[config.mk]
export PLATFORM = sky130hd
export DESIGN_NAME = arbitro_display
export DESIGN_NICKNAME = d
export VERILOG_FILES = /design/src/rtl/arbitro_display_pkg.sv /design/src/rtl/arbitro_display_contador_tiempo.sv /design/src/rtl/arbitro_display.sv
export SDC_FILE = /design/constraint.sdc
export NUM_CORES = 1
export LEC_CHECK = 0
export ABC_AREA = 1
export CORE_UTILIZATION = 25
export DETAILED_ROUTE_END_ITERATION = 10
export PLACE_DENSITY_LB_ADDON = 0.25
export RECOVER_POWER = 100
export SLEW_MARGIN = 20
export SYNTH_ARGS = -nofsm -noshare
export SYNTH_HDL_FRONTEND = slang
export SYNTH_HIERARCHICAL = 1
export SYNTH_SLANG_ARGS = --single-unit
[constraint.sdc]
create_clock -name i_Clk -period 5 [get_ports i_Clk]
set_input_delay 1.5 -clock i_Clk [delete_from_list [all_inputs] [get_ports i_Clk]]
set_output_delay 1.5 -clock i_Clk [all_outputs]
set_load 0.02 [all_outputs]
[src/rtl/arbitro_display_pkg.sv]
// Shared types and constants for the two-requester display arbiter.
// The state encoding is fixed because the states are exposed to other logic.
package arbitro_display_pkg;

  localparam int DIG_W = 4;
  localparam int BUS_W = 16;

  typedef enum logic [1:0] {
    ST_IDLE   = 2'd0,
    ST_SERV_A = 2'd1,
    ST_SERV_B = 2'd2,
    ST_GAP    = 2'd3
  } estado_t;

  typedef enum logic {
    PTR_A = 1'b0,
    PTR_B = 1'b1
  } ptr_t;

  // Round-robin choice: on a tie the requester not served last wins.
  function automatic estado_t arbitrar(input logic req_a, input logic req_b,
                                       input ptr_t ultimo);
    estado_t res;
    res = ST_IDLE;
    if (req_a && req_b) res = (ultimo == PTR_A) ? ST_SERV_B : ST_SERV_A;
    else if (req_a)     res = ST_SERV_A;
    else if (req_b)     res = ST_SERV_B;
    return res;
  endfunction

endpackage

[src/rtl/arbitro_display_contador_tiempo.sv]
// Saturating up-counter with synchronous clear; o_Fin flags the terminal value.
// One instance serves both the dwell and the gap timing.
module contador_tiempo #(
  parameter int CNT_W = 26
) (
  input  logic             i_Clk,
  input  logic             i_Rst,
  input  logic             i_Clr,
  input  logic             i_En,
  input  logic [CNT_W-1:0] i_Fin_Val,
  output logic             o_Fin
);

  logic [CNT_W-1:0] cuenta_q, cuenta_d;

  always_comb begin
    cuenta_d = cuenta_q;
    if (i_Clr)                           cuenta_d = '0;
    else if (i_En && cuenta_q < i_Fin_Val) cuenta_d = cuenta_q + 1'b1;
  end

  // NOTE: sequential state uses non-blocking assignments so every register
  // samples the pre-edge value of its inputs, independent of block order.
  always_ff @(posedge i_Clk) begin
    if (i_Rst) cuenta_q <= '0;
    else       cuenta_q <= cuenta_d;
  end

  assign o_Fin = (cuenta_q >= i_Fin_Val);

endmodule

[src/rtl/arbitro_display.sv]
// Shares one 4-digit 7-segment display between requesters A and B with
// round-robin, minimum dwell per owner and a blank gap between owners.
module arbitro_display
  import arbitro_display_pkg::*;
#(
  parameter int DWELL_TICKS = 50_000_000,
  parameter int GAP_TICKS   = 5_000_000,
  parameter int CNT_W       = 26
) (
  input  logic             i_Clk,
  input  logic             i_Rst,
  input  logic             i_Req_A,
  input  logic [BUS_W-1:0] i_Datos_A,
  input  logic             i_Req_B,
  input  logic [BUS_W-1:0] i_Datos_B,
  output logic             o_Gnt_A,
  output logic             o_Gnt_B,
  output logic [DIG_W-1:0] o_Datos1,
  output logic [DIG_W-1:0] o_Datos2,
  output logic [DIG_W-1:0] o_Datos3,
  output logic [DIG_W-1:0] o_Datos4,
  output logic             o_Blank
);

  localparam logic [CNT_W-1:0] DWELL_FIN = CNT_W'(DWELL_TICKS - 1);
  localparam logic [CNT_W-1:0] GAP_FIN   = CNT_W'((GAP_TICKS > 0) ? GAP_TICKS - 1 : 0);

  estado_t          estado_q, estado_d;
  ptr_t             ptr_q, ptr_d;
  logic             fin;
  logic             tmr_clr, tmr_en;
  logic [CNT_W-1:0] tmr_fin_val;
  logic [BUS_W-1:0] datos;

  // NOTE: every variable assigned here gets a default first, so no path
  // leaves it unassigned and no latch is inferred.
  always_comb begin
    estado_d = estado_q;
    ptr_d    = ptr_q;
    unique case (estado_q)
      ST_IDLE: estado_d = arbitrar(i_Req_A, i_Req_B, ptr_q);
      ST_SERV_A: begin
        if (!i_Req_A || (fin && i_Req_B)) begin
          ptr_d    = PTR_A;
          estado_d = (GAP_TICKS == 0) ? arbitrar(i_Req_A, i_Req_B, PTR_A) : ST_GAP;
        end
      end
      ST_SERV_B: begin
        if (!i_Req_B || (fin && i_Req_A)) begin
          ptr_d    = PTR_B;
          estado_d = (GAP_TICKS == 0) ? arbitrar(i_Req_A, i_Req_B, PTR_B) : ST_GAP;
        end
      end
      ST_GAP: if (fin) estado_d = arbitrar(i_Req_A, i_Req_B, ptr_q);
      default: estado_d = ST_IDLE;
    endcase
  end

  always_ff @(posedge i_Clk) begin
    if (i_Rst) begin
      estado_q <= ST_IDLE;
      ptr_q    <= PTR_B;
    end else begin
      estado_q <= estado_d;
      ptr_q    <= ptr_d;
    end
  end

  // Timer restarts on every state change, so each owner and each gap start at zero.
  assign tmr_clr     = (estado_d != estado_q) || (estado_q == ST_IDLE);
  assign tmr_en      = (estado_q != ST_IDLE);
  assign tmr_fin_val = (estado_q == ST_GAP) ? GAP_FIN : DWELL_FIN;

  contador_tiempo #(.CNT_W(CNT_W)) u_contador (
    .i_Clk    (i_Clk),
    .i_Rst    (i_Rst),
    .i_Clr    (tmr_clr),
    .i_En     (tmr_en),
    .i_Fin_Val(tmr_fin_val),
    .o_Fin    (fin)
  );

  always_comb begin
    datos = '0;
    unique case (estado_q)
      ST_SERV_A: datos = i_Datos_A;
      ST_SERV_B: datos = i_Datos_B;
      default:   datos = '0;
    endcase
  end

  assign o_Gnt_A  = (estado_q == ST_SERV_A);
  assign o_Gnt_B  = (estado_q == ST_SERV_B);
  assign o_Blank  = !(o_Gnt_A || o_Gnt_B);
  assign o_Datos1 = datos[3:0];
  assign o_Datos2 = datos[7:4];
  assign o_Datos3 = datos[11:8];
  assign o_Datos4 = datos[15:12];

endmodule

* Word level (Yosys, flattened, before mapping)
Index checks and enable logic that the tools add are counted.
Word-level totals: output and inout bits 19, memories 0, bits in writable memories 0, register bits 29, logic and storage cells 41, input port bits 36, memory bits (read-only) 0, bits in latches 0
Cells by class: shifts and indexed selects 0, div/mod/pow operators 0, bitwise gates (word level) 0, add/subtract/negate cells 1, $mul 0, equal/unequal tests 6, multiplexer cells 13, reduce and logical (&&, ||, !) cells 16, magnitude comparators 2
Operators with widths (number):
- $pmux 16 s2 | 1
- $add 26x1->26 const B | 1
- $ge 26x26->1 | 1
- $lt 26x26->1 | 1
- $mux 26 | 1
- $mux 2 | 7
- $pmux 2 s4 | 1
- $eq 2x2->1 const B | 2
- $logic_and 1x1->1 | 4
- $logic_or 1x1->1 | 4
- $ne 2x1->1 const B | 2
- $reduce_bool 2->1 | 2
- $logic_not 1->1 | 3
- $reduce_and 3->1 | 1
- $eq 2x1->1 const B | 1
- $logic_not 2->1 | 1
- $mux 1 | 2
- $ne 2x2->1 | 1
- $pmux 1 s2 | 1
- $reduce_or 2->1 | 1

* Depth between registers and ports, before layout
Gate-level depths: netlist of run 1.
depth after elaboration 10, gate-level depth with buffers 25, gate-level depth less buffers 24

* Hierarchy
The synthesis of run 1 kept the hierarchy.
Modules (own cells, without submodules):
- contador_tiempo | cells each 407, times used 1, area each 2452.4 µm², seq. area each 520.5 µm²
- arbitro_display | cells each 109, times used 1, area each 555.5 µm², seq. area each 60.1 µm²

* Worst setup path before layout of run 1
Ideal clock, no wire load.
kind input to output, start point input port i_Datos_A[0], end point output port o_Datos1[0], buffers on the path 0, data required time 3500 ps, cell stages on the path 2, path slack 1592 ps, data arrival time 1908 ps, cell sequence nand2_1 > a21oi_1
Between the ends: longest elaborated chain between the ends 1
RTL lines:
- start, declared | line arbitro_display.sv:13 | input logic [BUS_W-1:0] i_Datos_A,
- $pmux 16 s2 | line arbitro_display.sv:85 | unique case (estado_q)
- end, declared | line arbitro_display.sv:18 | output logic [DIG_W-1:0] o_Datos1,
No other way between the ends.

* Worst setup path in the final report of run 1
start point input port i_Datos_A[10], end point output port o_Datos3[2]
Between the ends: longest elaborated chain between the ends 1
RTL lines:
- $pmux 16 s2 | line arbitro_display.sv:85
- end, declared | line arbitro_display.sv:20 | output logic [DIG_W-1:0] o_Datos3,
No other way between the ends.

==> results.json, run 1 <==
{
  "outcome": "finished, final reports clean",
  "hpwl_mm": 5.961,
  "clk_pin_slew_ns": 0.05,
  "leakage_nw": 1.889,
  "fin_crit_ns": 4.394,
  "grt_pass1_wl_mm": 13.52,
  "clock_sinks": 29,
  "maxCapViolations": 0,
  "start_util": 0.2601,
  "drc": 0,
  "synth.avg_cell_area_um2": 5.829,
  "grt_max_degree": 36,
  "n_antenna_cell": 0,
  "worstPathArrival_ns": 2.89,
  "drt_iter0_drc": 115,
  "cp-start-kind": "primary input",
  "die-area_um2": 12470,
  "hold_buffers": 0,
  "setup_tns_ns": 0,
  "drtPass1Iterations": 7,
  "hold_viol_final": 0,
  "power_density_nw_per_um2": 305.6,
  "yosysMostFrequentCell": "nand2_1",
  "h-tree-depth": 2,
  "power_mw": 1.173,
  "fin_ws_ns": 0.6060,
  "antenna_found_initial": 0,
  "synth_area_leaders": "dfxtp_1 (19%), nand2_1 (18%), ha_1 (13%), inv_1 (11%), nor2_1 (8.6%)",
  "fmax_mhz": 227.6,
  "required_ns": 3.50,
  "syn_to_final_growth_pct": 27.62,
  "ys_ff_latch": 29,
  "grtUsageTotal": 0.1320,
  "hold_class": "reg -> reg",
  "drv_slew": 0,
  "post_cts_resized": 0,
  "cp-end-kind": "output port",
  "slew_headroom": 0.5269,
  "synthArstFlopShare": 0,
  "synth_common_cells": "nand2_1 (145), inv_1 (91), nor2_1 (69), nand3_1 (43), ha_1 (31)",
  "cts_tree": "done",
  "hold_ws_ns": 0.4980,
  "final_util": 0.3319,
  "dp_slack_ns": 0.6502,
  "numCtsBuffers": 5,
  "yosysSeqAreaShare": 0.1930,
  "nets": 644,
  "grt_pass1_vias": 3078,
  "coreArea_um2": 11560,
  "rsz0062_at_grt": "false",
  "rows": 39,
  "drive_gt1_frac": 0.05709,
  "synthCells": 516,
  "wirelength_mm": 7.858,
  "wl_per_cell_um": 10.90,
  "gp_congestion": 0.8087,
  "synth_warnings": 6,
  "setup_viol": 0,
  "numPortBuffers": 54,
  "worstSkewPairLatency_ns": 0.27,
  "synth_edf_count": 0,
  "irDropWorstVdd_uv": 207.3,
  "fin_skew_ns": 0.004495,
  "die_y_um": 111.7,
  "path_class": "in -> out",
  "vias": 3231,
  "cp_max_fo": 1,
  "die_w_um": 111.7,
  "cts-root-buf": "clkbuf_16",
  "cts_setup_buffers": 0,
  "worstMarginPinSlew_ns": 0.7097,
  "synth_cell_types": 32,
  "synth_top_cell_area_share": 0.1930,
  "viasPerCell": 4.481,
  "cts_buffer_depth": 2,
  "io_pins": 55,
  "period_share": 0.8788,
  "netlist_area_um2": 3008,
  "gr-total-overflow": 0,
  "synth_flop_cell": "dfxtp_1",
  "yosys.area.top_type": "dfxtp_1",
  "antenna_left": 0
}
==> where the power goes <==
group          switching (mW)  leakage (nW)  internal, mW
logic                   0.404          1.59         0.222
registers              0.0164         0.234         0.245
clock network           0.101        0.0652         0.185
total                   0.521          1.89         0.652
==> routing by layer <==
| layer | up-vias | share of wire | GRT usage |
|---|---|---|---|
| met1 | 1423 | 0.47 | 0.1574 |
| li1 | 1717 | - | - |
| met3 | 12 | 0.043 | 0.02286 |
| met2 | 79 | 0.47 | 0.2352 |
| met4 | 0 | 0.018 | 0.04955 |
| met5 | - | 0 | 0 |
==> per-stage QoR <==
stage	cell area (µm²)	cells
final	3839	721
after detailed placement	3705	713
after global placement	3705	713
after global routing	3839	721
after floorplan	3049	527
after CTS	3841	721
==> cell type report <==
cell class                      instances  area, µm²
Fill cell                            1267       7726
Inverter                               93      349.1
Sequential cell                        29      580.6
Tap cell                              143      178.9
Multi-Input combinational cell        391       2031
Clock buffer                            8      136.4
Timing Repair Buffer                   57      563.0
==> worst max-delay path, stage by stage <==
cell and delay, ns:
clkdlybuf4s50_1 0.46, nand2_1 0.05, a21oi_1 0.18, dlygate4sd3_1 0.70
==> kinds of logic after synthesis <==
family                   share of synthesized area
flip-flops                                  0.1930
buffers and inverters                       0.1448
adder cells (fa/ha/maj)                     0.1290
AND/OR/NAND/NOR                             0.4646
XOR/XNOR                                  0.005825
other                                     0.002497
AO/OA/AOI/OAI                              0.06031
==> placed cells by master (no fill, tap or decap), types with 3 or more instances in the layout <==
master and n:
nand2_1 146, inv_1 91, nor2_1 69, nand3_1 43, clkdlybuf4s50_1 35, ha_1 31, dfxtp_1 29, a21oi_1 28
nand4_1 21, dlygate4sd3_1 19, conb_1 13, nor2_2 9, nor3_1 7, nand2_2 5, clkbuf_16 5, nor2_4 4
nand3_2 4, clkbuf_1 3, buf_4 3
==> worst paths after layout <==
| check | cells past startpoint | endpoint | from | slack, ns |
|---|---|---|---|---|
| max | 4 | o_Datos3[2] | i_Datos_A[10] | 0.61 |
| min | 2 | u_contador/cuenta_q[0]$_SDFFE_PP0P_ | u_contador/cuenta_q[0]$_SDFFE_PP0P_ | 0.50 |
| max reg2reg | 24 | u_contador/cuenta_q[1]$_SDFFE_PP0P_ | estado_q[1]$_SDFF_PP0_ | 0.89 |
| min reg2reg | 2 | u_contador/cuenta_q[0]$_SDFFE_PP0P_ | u_contador/cuenta_q[0]$_SDFFE_PP0P_ | 0.50 |
==> flip-flops by register name, summed over array words and instances, names as in the netlist <==
register and count:
estado_q 2, ptr_q 1, u_contador/cuenta_q 26
Note: power is estimated with default switching activity, not from simulation.
==> inputs of run 2 (changes only) <==
--- a/config.mk
+++ b/config.mk
@@ -6,7 +6,7 @@
 export NUM_CORES = 1
 export LEC_CHECK = 0
 export ABC_AREA = 1
-export CORE_UTILIZATION = 25
+export CORE_UTILIZATION = 37
 export DETAILED_ROUTE_END_ITERATION = 10
 export PLACE_DENSITY_LB_ADDON = 0.25
 export RECOVER_POWER = 100
==> results.json, run 2 (synthesis gave the netlist of run 1 again) <==
{
  "outcome": "finished, final reports clean",
  "use_met2": 0.3719,
  "reg_top3": "u_contador/cuenta_q x26, estado_q x2, ptr_q x1",
  "clk_pin_slew_ns": 0.07,
  "hpwl_mm": 6.047,
  "syn_to_final_growth_pct": 24.50,
  "wl_per_cell_um": 11.69,
  "cts_buffer_depth": 2,
  "post_cts_resized": 0,
  "max_flop_register": "u_contador/cuenta_q",
  "switching_share": 0.4694,
  "layout_commonest_cell": "nand2_1",
  "viasPerCell": 4.782,
  "die_w_um": 92.17,
  "setup_tns_ns": 0,
  "grt_pass1_wl_mm": 13.79,
  "n_antenna_cell": 0,
  "cts-root-buf": "clkbuf_8",
  "multi_input_comb_area_um2": 2031,
  "grtUsageTotal": 0.2002,
  "intPower_mw": 0.5919,
  "rows": 32,
  "combPwrFrac": 0.565,
  "setup_viol": 0,
  "nets": 643,
  "largest_register_ffs": 26,
  "grt_pass1_vias": 3093,
  "worstPathArrival_ns": 2.88,
  "final_util": 0.4796,
  "wirelength_mm": 7.939,
  "fmax_mhz": 228.6,
  "power.switching_mw": 0.5237,
  "vias": 3247,
  "cp-start-kind": "primary input",
  "die-area_um2": 8494,
  "irDropWorstVdd_uv": 264.1,
  "worstSkewPairLatency_ns": 0.29,
  "fin_crit_ns": 4.375,
  "worstMarginPinSlew_ns": 0.7187,
  "setup.worst_path.start": "i_Datos_A[12]",
  "clockPowerShare": 0.201,
  "fillCellCount": 836,
  "rsz0062_at_grt": "false",
  "numCtsBuffers": 5,
  "r2r-start": "estado_q[0]$_SDFF_PP0_",
  "regArea_um2": 580.6,
  "cts_tree": "done",
  "cp-end-kind": "output port",
  "drv_slew": 0,
  "io_pins": 55,
  "drc": 0,
  "seqPwrFrac": 0.234,
  "cp_max_fo": 1,
  "drt_iter0_drc": 139,
  "hold_buffers": 0,
  "coreArea_um2": 7807,
  "antenna_found_initial": 0,
  "maxCapViolations": 0,
  "cts_setup_buffers": 0,
  "hold_viol_final": 0,
  "antenna_left": 0,
  "h-tree-depth": 2,
  "leakage_nw": 1.872,
  "slew_headroom": 0.5208,
  "grt_max_degree": 37,
  "hold_class": "reg -> reg",
  "die_y_um": 92.17,
  "gp_congestion": 0.7775,
  "grt_util_met3": 0.02902,
  "start_util": 0.3853,
  "power_density_nw_per_um2": 297.9,
  "grt.met1_usage": 0.2379,
  "numPortBuffers": 54,
  "period_share": 0.8750,
  "gr-total-overflow": 0,
  "fin_skew_ns": 0.006853,
  "drtPass1Iterations": 5,
  "path_class": "in -> out",
  "clock_sinks": 29,
  "layout_common_cells": "nand2_1 (146), inv_1 (91), nor2_1 (69)",
  "drive_gt1_frac": 0.06066,
  "hp-start": "u_contador/cuenta_q[0]$_SDFFE_PP0P_",
  "grt-busiest-layer": "met2",
  "required_ns": 3.50
}
-- run 2: cell count changes in the layout (fill, tap and decap cells not counted) --
| cell | delta |
|---|---|
| buf_4 | -1 |
| clkbuf_16 | -5 |
| clkinv_2 | +1 |
| clkbuf_1 | -3 |
| clkbuf_8 | +7 |
-- run 2: power groups by stage --
stage	combinational [mW]	sequential (mW)	clock (mW)
5_1_grt	0.708	0.264	0.241
4_1_cts	0.659	0.261	0.232
2_1_floorplan	0.431	0.262	0
6_report	0.630	0.261	0.224
3_5_place_dp	0.656	0.266	0
3_3_place_gp	0.647	0.266	0
-- run 2: area by class of cell --
| class | count | area share |
|---|---|---|
| Clock inverter | 1 | 0.001336 |
| Tap cell | 102 | 0.03408 |
| Multi-Input combinational cell | 391 | 0.5423 |
| Inverter | 93 | 0.09322 |
| Clock buffer | 7 | 0.02573 |
| Sequential cell | 29 | 0.1550 |
| Timing Repair Buffer | 56 | 0.1483 |
-- run 2: metal layers --
layer,vias to the layer above,part of all wire,routed length [µm]
met4,0,0.010,80
met3,9,0.031,243
met2,58,0.51,4025
met1,1470,0.45,3589
met5,-,0,0
li1,1710,-,-
-- run 2: final timing paths --
kind	endpoint	slack (ns)	cells after the start
min reg2reg	u_contador/cuenta_q[0]$_SDFFE_PP0P_	0.51	2
min	u_contador/cuenta_q[0]$_SDFFE_PP0P_	0.51	2
max reg2reg	u_contador/cuenta_q[1]$_SDFFE_PP0P_	0.64	22
max	o_Datos4[0]	0.62	4
-- run 2: worst max-delay path, stage by stage --
cell and delay [ns]:
clkdlybuf4s50_1 0.45, nand2_1 0.05, a21oi_1 0.16, dlygate4sd3_1 0.71
-- run 2: stage by stage --
stage / cell area, µm² / instances / setup slack (ns) / power [mW] / hold WS, ns
after floorplan: 3049 / 527 / 1.592 / 0.6931 / 0.4618
after global placement: 3646 / 671 / 0.6758 / 0.9131 / 0.4859
after detailed placement: 3646 / 671 / 0.6715 / 0.9226 / 0.4995
after CTS: 3747 / 679 / 0.6647 / 1.152 / 0.5166
after global routing: 3745 / 679 / 0.1136 / 1.213 / 0.5318
final: 3745 / 679 / 0.6248 / 1.116 / 0.5144
